[src/rtl/parity_scan_monitor.sv]
// Parity scan monitor: per-sweep pass/error counters, consecutive-error alarm FSM, and a failing-address log FIFO.
// Optional build macro PARITY_MON_RECHECK_EN adds an internal parity recheck that sets a sticky checker_fault.
module parity_scan_monitor #(
  parameter int unsigned SWEEP_LEN    = 16,
  parameter int unsigned LOG_DEPTH    = 4,
  parameter int unsigned ALARM_THRESH = 3
) (
  input  logic       clk,
  input  logic       reset,
  input  logic       in_valid,
  input  logic [3:0] in_addr,
  input  logic [7:0] in_data,
  input  logic       in_parity,
  input  logic       in_match,
  input  logic       log_rd,
  input  logic       alarm_clr,
  output logic       log_valid,
  output logic [3:0] log_addr,
  output logic [7:0] log_data,
  output logic       log_overflow,
  output logic [7:0] err_count,
  output logic [7:0] pass_count,
  output logic       sweep_done,
  output logic       alarm,
  output logic       checker_fault
);

  localparam int unsigned CNT_W    = 8;
  localparam int unsigned CONS_W   = 4;
  localparam int unsigned SW_W     = $clog2(SWEEP_LEN + 1);
  localparam int unsigned PTR_W    = (LOG_DEPTH > 1) ? $clog2(LOG_DEPTH) : 1;
  localparam int unsigned OCC_W    = $clog2(LOG_DEPTH + 1);
  localparam int unsigned ENTRY_W  = 12;

  typedef enum logic [1:0] {
    IDLE  = 2'd0,
    SCAN  = 2'd1,
    ALARM = 2'd2
  } state_e;

  state_e               state_q;
  logic                 alarm_q;
  logic [SW_W-1:0]      sweep_q, sweep_d;
  logic                 sweep_done_q, sweep_done_d;
  logic [CNT_W-1:0]     pass_q, pass_d, err_q, err_d;
  logic [CNT_W-1:0]     pass_base, err_base;
  logic [CONS_W-1:0]    consec_q, consec_d;
  logic [PTR_W-1:0]     wr_ptr_q, wr_ptr_d, rd_ptr_q, rd_ptr_d;
  logic [OCC_W-1:0]     occ_q, occ_d;
  logic                 overflow_q, overflow_d;
  logic [ENTRY_W-1:0]   mem_q [LOG_DEPTH];

  logic mism, matched, full, push, pop, drop, hit;

  assign matched = in_valid & in_match;
  assign mism    = in_valid & ~in_match;
  assign full    = (occ_q == OCC_W'(LOG_DEPTH));
  assign pop     = log_rd & (occ_q != '0);
  // A pop in the same cycle frees the slot, so a push into a full log still lands.
  assign push    = mism & (~full | pop);
  assign drop    = mism & full & ~pop;
  assign hit     = mism & ((({1'b0, consec_q}) + 5'd1) >= 5'(ALARM_THRESH));

  always_comb begin
    sweep_d      = sweep_q;
    sweep_done_d = 1'b0;
    pass_base    = sweep_done_q ? '0 : pass_q;
    err_base     = sweep_done_q ? '0 : err_q;
    pass_d       = pass_base;
    err_d        = err_base;
    consec_d     = consec_q;
    wr_ptr_d     = wr_ptr_q;
    rd_ptr_d     = rd_ptr_q;
    occ_d        = occ_q;
    overflow_d   = overflow_q | drop;

    if (in_valid) begin
      if (sweep_q == SW_W'(SWEEP_LEN - 1)) begin
        sweep_d      = '0;
        sweep_done_d = 1'b1;
      end else begin
        sweep_d = sweep_q + SW_W'(1);
      end
    end

    if (matched && (pass_base != '1)) pass_d = pass_base + CNT_W'(1);
    if (mism && (err_base != '1))     err_d  = err_base + CNT_W'(1);

    if (alarm_clr) begin
      consec_d = '0;
    end else if (in_valid) begin
      if (in_match)               consec_d = '0;
      else if (consec_q != '1)    consec_d = consec_q + CONS_W'(1);
    end

    if (push) wr_ptr_d = (wr_ptr_q == PTR_W'(LOG_DEPTH - 1)) ? '0 : wr_ptr_q + PTR_W'(1);
    if (pop)  rd_ptr_d = (rd_ptr_q == PTR_W'(LOG_DEPTH - 1)) ? '0 : rd_ptr_q + PTR_W'(1);

    case ({push, pop})
      2'b10:   occ_d = occ_q + OCC_W'(1);
      2'b01:   occ_d = occ_q - OCC_W'(1);
      default: occ_d = occ_q;
    endcase
  end

  always_ff @(posedge clk) begin
    if (reset) begin
      sweep_q      <= '0;
      sweep_done_q <= 1'b0;
      pass_q       <= '0;
      err_q        <= '0;
      consec_q     <= '0;
      wr_ptr_q     <= '0;
      rd_ptr_q     <= '0;
      occ_q        <= '0;
      overflow_q   <= 1'b0;
    end else begin
      sweep_q      <= sweep_d;
      sweep_done_q <= sweep_done_d;
      pass_q       <= pass_d;
      err_q        <= err_d;
      consec_q     <= consec_d;
      wr_ptr_q     <= wr_ptr_d;
      rd_ptr_q     <= rd_ptr_d;
      occ_q        <= occ_d;
      overflow_q   <= overflow_d;
    end
  end

  // Log storage needs no reset; occupancy gates visibility.
  always_ff @(posedge clk) begin
    if (!reset && push) mem_q[wr_ptr_q] <= {in_addr, in_data};
  end

  // Alarm FSM: a threshold hit wins over a simultaneous alarm_clr.
  always_ff @(posedge clk) begin
    if (reset) begin
      state_q <= IDLE;
      alarm_q <= 1'b0;
    end else begin
      case (state_q)
        IDLE: begin
          if (hit) begin
            state_q <= ALARM;
            alarm_q <= 1'b1;
          end else if (in_valid) begin
            state_q <= SCAN;
          end
        end
        SCAN: begin
          if (hit) begin
            state_q <= ALARM;
            alarm_q <= 1'b1;
          end
        end
        ALARM: begin
          if (alarm_clr && !hit) begin
            state_q <= SCAN;
            alarm_q <= 1'b0;
          end
        end
        default: begin
          state_q <= IDLE;
          alarm_q <= 1'b0;
        end
      endcase
    end
  end

`ifdef PARITY_MON_RECHECK_EN
  logic fault_q;
  always_ff @(posedge clk) begin
    if (reset) begin
      fault_q <= 1'b0;
    end else if (in_valid && (((^in_data) == in_parity) != in_match)) begin
      fault_q <= 1'b1;
    end
  end
  assign checker_fault = fault_q;
`else
  logic unused_parity;
  assign unused_parity = in_parity;
  assign checker_fault = 1'b0;
`endif

  assign log_valid    = (occ_q != '0);
  assign log_addr     = mem_q[rd_ptr_q][11:8];
  assign log_data     = mem_q[rd_ptr_q][7:0];
  assign log_overflow = overflow_q;
  assign err_count    = err_q;
  assign pass_count   = pass_q;
  assign sweep_done   = sweep_done_q;
  assign alarm        = alarm_q;

endmodule
[config.mk]
export PLATFORM = sky130hd
export DESIGN_NAME = parity_scan_monitor
export DESIGN_NICKNAME = d
export VERILOG_FILES = /design/src/rtl/parity_scan_monitor.sv
export SDC_FILE = /design/constraint.sdc
export NUM_CORES = 1
export LEC_CHECK = 0
export ABC_AREA = 1
export BUFFER_PORTS_ARGS = -buffer_cell sky130_fd_sc_hd__buf_2
export CORE_UTILIZATION = 57
export DETAILED_ROUTE_END_ITERATION = 10
export HOLD_SLACK_MARGIN = 0.03
export PLACE_DENSITY = 0.79
export SLEW_MARGIN = 10
export SYNTH_ARGS = -nofsm -noshare
export SYNTH_HDL_FRONTEND = slang
export SYNTH_SLANG_ARGS = --single-unit
export TNS_END_PERCENT = 10
[constraint.sdc]
create_clock -name clk -period 2 [get_ports clk]
set_input_delay 0.3 -clock clk [delete_from_list [all_inputs] [get_ports clk]]
set_output_delay 0.3 -clock clk [all_outputs]
set_load 0.01 [all_outputs]
==> results of run 1 <==
[layer usage]
layer  vias to the layer above  track usage, %  routed length, um
li1                       1501               -                  -
met1                      1359            24.4               3100
met2                        70            39.1               3650
met3                        16            5.80                334
met4                         0            10.2                146
met5                         -               0                  0
[registers in the layout (all words and copies together), names as in the netlist, named ones only]
name and flops:
pass_count 8, log_overflow 1, err_count 8, consec_q 4, sweep_done 1, sweep_q 5
state_q 2, wr_ptr_q 2, alarm 1, occ_q 3, mem_q 48, rd_ptr_q 2
[kinds of logic after synthesis]
| logic type | synth area share (%) |
|---|---|
| fa+ha+maj | 3.74 |
| buf+inv | 7.10 |
| xor+xnor | 1.58 |
| compound gates | 11.2 |
| simple gates | 19.0 |
| other cells | 0.0967 |
| flops | 57.3 |
[area by class of cell]
cell class | count | area share (%)
Sequential cell | 87 | 49.9
Multi-Input combinational cell | 264 | 31.0
Timing Repair Buffer | 58 | 7.03
Inverter | 57 | 4.81
Clock buffer | 11 | 3.18
Tap cell | 77 | 2.17
Clock inverter | 5 | 1.86
[power by group through the flow]
stage | registers, mW | clock network (mW) | logic, mW
final | 2.01 | 1.35 | 0.729
after global routing | 2.02 | 1.44 | 0.821
after CTS | 2.01 | 1.38 | 0.732
after detailed placement | 2.05 | 0 | 0.731
after global placement | 2.05 | 0 | 0.702
after floorplan | 2.05 | 0 | 0.476
[critical path: stages (launching register included)]
cell     delay [ns]
dfxtp_1        0.39
inv_1          0.31
o21ai_0        0.15
o22ai_1        0.20
buf_2          0.18
[through the flow]
step	worst slack (ns)	instance area, sq um	utilization, %	cells
floorplan	0.291	3880	-	420
global placement	0.266	4230	65.4	543
detailed placement	0.236	4230	65.4	543
CTS	0.117	4450	68.9	559
global route	0.0167	4450	68.9	559
finish	0.117	4450	68.9	559
[placed cells by master, fill, tap and decap left out, drive strengths merged, types with 12 or more instances in the layout]
cell type / netlist / layout
buf: 4 / 58
o22ai: 12 / 12
edfxtp: 48 / 48
o21ai: 36 / 36
nor2: 70 / 70
nand2: 65 / 65
a21oi: 26 / 26
nand3: 18 / 18
dfxtp: 39 / 39
inv: 56 / 56
[path summary, 6_finish.rpt]
check                             end  slack (ns)
max                       log_addr[0]        0.12
min             mem_q[0][3]$_DFFE_PP_        0.15
max reg2reg  pass_count[3]$_SDFF_PP0_        0.24
min reg2reg   log_overflow$_SDFF_PP0_        0.46
==> flow_metrics.env, run 1 <==
export IMPL_status="complete, but fails checks"
export IMPL_violations="design-rule violations"
export IMPL_synth_area_leaders="edfxtp_1 (37%), dfxtp_1 (20%), nor2_1 (6.2%)"
export IMPL_grt_ovfl_total=0
export IMPL_wl_per_cell_um=12.9
export IMPL_cts_root_buf="clkbuf_8"
export IMPL_cts_sinks=87
export IMPL_ys_warn_count=0
export IMPL_die_w_um=84.5
export IMPL_nFillCells=514
export IMPL_synth_edff_count=48
export IMPL_post_cts_resized=0
export IMPL_synth_commonest_cells="nor2_1 (64), nand2_1 (62), inv_1 (52)"
export IMPL_clock_power_share_pct=33.0
export IMPL_critPathRequiredTime_ns=1.70
export IMPL_holdPathStages=1
export IMPL_setup_violations=0
export IMPL_regToRegStartpoint="sweep_done$_SDFF_PP0_"
export IMPL_layout_drive_gt1_share_pct=18.7
export IMPL_swShare_pct=27.4
export IMPL_maxCapViolCount=0
export IMPL_routed_wl_um=7240
export IMPL_hold_path_class="in2reg"
export IMPL_track_usage_pct=21.9
export IMPL_crit_arrival_ns=1.58
export IMPL_synth_seq_cells=87
export IMPL_synth_most_common_cell="nor2_1"
export IMPL_grt_pass1_wl_um=12000
export IMPL_synthFlopType="edfxtp_1"
export IMPL_synth_area_per_cell_sq_um=9.23
export IMPL_min_delay_start="in_data[3]"
export IMPL_row_count=29
export IMPL_clk_pin_slew_ns=0.09
export IMPL_hold_ws_ns=0.145
export IMPL_yosysSeqAreaShare_pct=57.3
export IMPL_num_vias=2946
export IMPL_start_kind="flip-flop"
export IMPL_crit_fanout=12
export IMPL_cts_setup_buffers=0
export IMPL_finalPower_mw=4.09
export IMPL_cts_buffer_depth=2
export IMPL_power_frac_seq_pct=49.2
export IMPL_leakage_nw=1.84
export IMPL_synth_cell_type_count=37
export IMPL_syn_num_nets=450
export IMPL_num_antenna_cells=0
export IMPL_ir_worst_vdd_v=0.000525
export IMPL_fin_crit_sh_pct=94.1
export IMPL_cts_buffers=9
export IMPL_dieArea_sq_um=7140
export IMPL_pin_count=52
export IMPL_dpl_hpwl_um=5090
export IMPL_final_net_count=507
export IMPL_synthCells=420
export IMPL_cts_tree="done"
export IMPL_worstSetupPathType="reg2out"
export IMPL_drt_initial_drc_count=114
export IMPL_ys_async_sr_fraction_pct=0
export IMPL_final_antenna_net_count=0
export IMPL_syn_area_sq_um=3880
export IMPL_via_per_inst=5.27
export IMPL_cts_hold_buffers=0
export IMPL_regArea_sq_um=2220
export IMPL_yosys_area_top_type="edfxtp_1"
export IMPL_pwr_share_comb_pct=17.8
export IMPL_skew_ns=0.00731
export IMPL_rsz0062_at_grt="false"
export IMPL_htreeDepth=3
export IMPL_grt_max_degree=25
export IMPL_tns_ns=0
export IMPL_power_density_nw_per_um2=920
export IMPL_insertion_delay_ns=0.36
export IMPL_first_pass_iters=8
export IMPL_drv_slew=0
export IMPL_dieHeight_um=84.5
export IMPL_min_period_ns=1.88
export IMPL_gp_congestion=0.795
export IMPL_drc=8
export IMPL_r2r_cells=11
export IMPL_netlist_area_leader_share_pct=37.2
export IMPL_grt_pass1_vias=2732
export IMPL_p_int_mw=2.97
export IMPL_io_buffers=49
export IMPL_power_switching_mw=1.12
export IMPL_core_area_sq_um=6460
export IMPL_worstSetupEndpointType="output pin"
export IMPL_finalHoldViolCount=0
export IMPL_fmax_mhz=531
export IMPL_antenna_found_initial=0
export IMPL_multi_input_area_sq_um=1380
export IMPL_area_growth_syn_to_layout_pct=14.7
export IMPL_initial_utilization_pct=60.0
No activity file was read; power rests on OpenSTA's default activity.
==> inputs of run 2 (changes only) <==
--- a/config.mk
+++ b/config.mk
@@ -7,6 +7,7 @@
 export LEC_CHECK = 0
 export ABC_AREA = 1
 export BUFFER_PORTS_ARGS = -buffer_cell sky130_fd_sc_hd__buf_2
+export CORE_ASPECT_RATIO = 2
 export CORE_UTILIZATION = 57
 export DETAILED_ROUTE_END_ITERATION = 10
 export HOLD_SLACK_MARGIN = 0.03
==> flow_metrics.env, run 2 (same netlist as run 1, synthesis figures left out) <==
export IMPL_status="finished, final reports clean"
export IMPL_drt_initial_drc_count=111
export IMPL_r2r_end="err_count[2]$_SDFF_PP0_"
export IMPL_tns_ns=0
export IMPL_dpl_hpwl_um=5500
export IMPL_fmax_mhz=557
export IMPL_dieArea_sq_um=7160
export IMPL_p_int_mw=3.41
export IMPL_regMostFlops="mem_q"
export IMPL_final_cells=572
export IMPL_cts_sinks=87
export IMPL_setup_violations=0
export IMPL_row_count=42
export IMPL_cts_hold_buffers=0
export IMPL_track_usage_pct=22.7
export IMPL_area_growth_syn_to_layout_pct=18.3
export IMPL_swShare_pct=25.2
export IMPL_crit_fanout=24
export IMPL_crit_arrival_ns=1.49
export IMPL_cts_setup_buffers=0
export IMPL_finalHoldViolCount=0
export IMPL_most_common_layout_cells="nor2_1 (64), nand2_1 (62), inv_1 (52)"
export IMPL_grt_pass1_vias=2813
export IMPL_fin_crit_sh_pct=89.7
export IMPL_layout_commonest_cell="nor2_1"
export IMPL_htreeDepth=3
export IMPL_dp_cells=556
export IMPL_ir_worst_vdd_v=0.000597
export IMPL_worstSetupEndpointType="output pin"
export IMPL_layout_setup_ws_ns=0.205
export IMPL_clk_pin_slew_ns=0.06
export IMPL_io_buffers=49
export IMPL_postLayoutCellArea_sq_um=4590
export IMPL_grt_ovfl_total=0
export IMPL_cts_tree="done"
export IMPL_regToRegStartpoint="sweep_done$_SDFF_PP0_"
export IMPL_cts_buffer_depth=2
export IMPL_leakage_nw=1.90
export IMPL_cts_root_buf="clkbuf_16"
export IMPL_gp_congestion=0.833
export IMPL_layout_drive_gt1_share_pct=19.2
export IMPL_routed_wl_um=7550
export IMPL_r2r_cells=10
export IMPL_clock_power_share_pct=39.4
export IMPL_dieHeight_um=119
export IMPL_hold_ws_ns=0.183
export IMPL_min_period_ns=1.79
export IMPL_drc=0
export IMPL_via_per_inst=5.17
export IMPL_die_w_um=60.3
export IMPL_final_antenna_net_count=0
export IMPL_grt_pass1_wl_um=12100
export IMPL_holdPathStages=1
export IMPL_final_net_count=509
export IMPL_largest_reg_flops=48
export IMPL_power_switching_mw=1.15
export IMPL_pre_cts_slack_ns=0.190
export IMPL_grt_max_degree=25
export IMPL_rrSetupSlack_ns=0.22
export IMPL_start_kind="flip-flop"
export IMPL_num_vias=2958
export IMPL_wl_per_cell_um=13.2
export IMPL_skew_ns=0.00626
export IMPL_pin_count=52
export IMPL_finalPower_mw=4.55
export IMPL_min_to="mem_q[2][9]$_DFFE_PP_"
export IMPL_critPathRequiredTime_ns=1.70
export IMPL_first_pass_iters=4
export IMPL_pwr_share_comb_pct=16.0
export IMPL_drv_slew=0
export IMPL_insertion_delay_ns=0.33
export IMPL_initial_utilization_pct=59.0
export IMPL_cts_buffers=9
export IMPL_power_density_nw_per_um2=992
export IMPL_maxCapViolCount=0
export IMPL_num_antenna_cells=0
export IMPL_nFillCells=525
export IMPL_power_frac_seq_pct=44.5
export IMPL_hold_path_class="in2reg"
export IMPL_rsz0062_at_grt="false"
export IMPL_fin_util_pct=69.8
export IMPL_post_cts_resized=0
export IMPL_core_area_sq_um=6570
export IMPL_antenna_found_initial=0
export IMPL_min_delay_start="in_addr[1]"
export IMPL_postPlaceCellArea_sq_um=4250
export IMPL_worstSetupPathType="reg2out"
-- run 2: area by class of cell --
| cell class | instances | area [sq um] | area share, % |
|---|---|---|---|
| repair buffers | 60 | 328 | 7.14 |
| well taps | 88 | 110 | 2.40 |
| inverters | 57 | 214 | 4.66 |
| flip-flops and latches | 87 | 2220 | 48.5 |
| clock inverters | 4 | 76.3 | 1.66 |
| clock buffers | 12 | 256 | 5.59 |
| multi-input cells | 264 | 1380 | 30.1 |
-- run 2: power by group through the flow --
stage | combinational (mW) | clock [mW] | sequential (mW)
3_5_place_dp | 0.737 | 0 | 2.06
4_1_cts | 0.739 | 1.82 | 2.03
6_report | 0.730 | 1.80 | 2.03
2_1_floorplan | 0.476 | 0 | 2.05
3_3_place_gp | 0.701 | 0 | 2.06
5_1_grt | 0.833 | 1.90 | 2.04
-- run 2: worst max path at each step --
stage	slack (ns)	endpoint	cells after the start
after floorplan	0.29	mem_q[0][0]$_DFFE_PP_	5
after global placement	0.27	err_count[2]$_SDFF_PP0_	10
after detailed placement	0.19	occ_q[2]$_SDFFE_PP0P_	10
after CTS	0.09	log_data[4]	4
after global routing	0.05	err_count[2]$_SDFF_PP0_	10
final	0.21	log_data[4]	5
-- run 2: per-layer routing --
metal	track usage (%)	vias up	share of wire [%]	wire, um
met5	0	-	0	0
met4	10.9	0	2.0	152
met3	5.03	10	3.0	230
met2	42.3	68	56	4230
met1	21.7	1366	39	2940
li1	-	1514	-	-
-- run 2: critical path, cell delays in order, from the launching register on --
cell and delay, ns:
dfxtp_2 0.37, inv_1 0.08, buf_4 0.25, o21ai_0 0.12
o22ai_1 0.18, buf_2 0.16
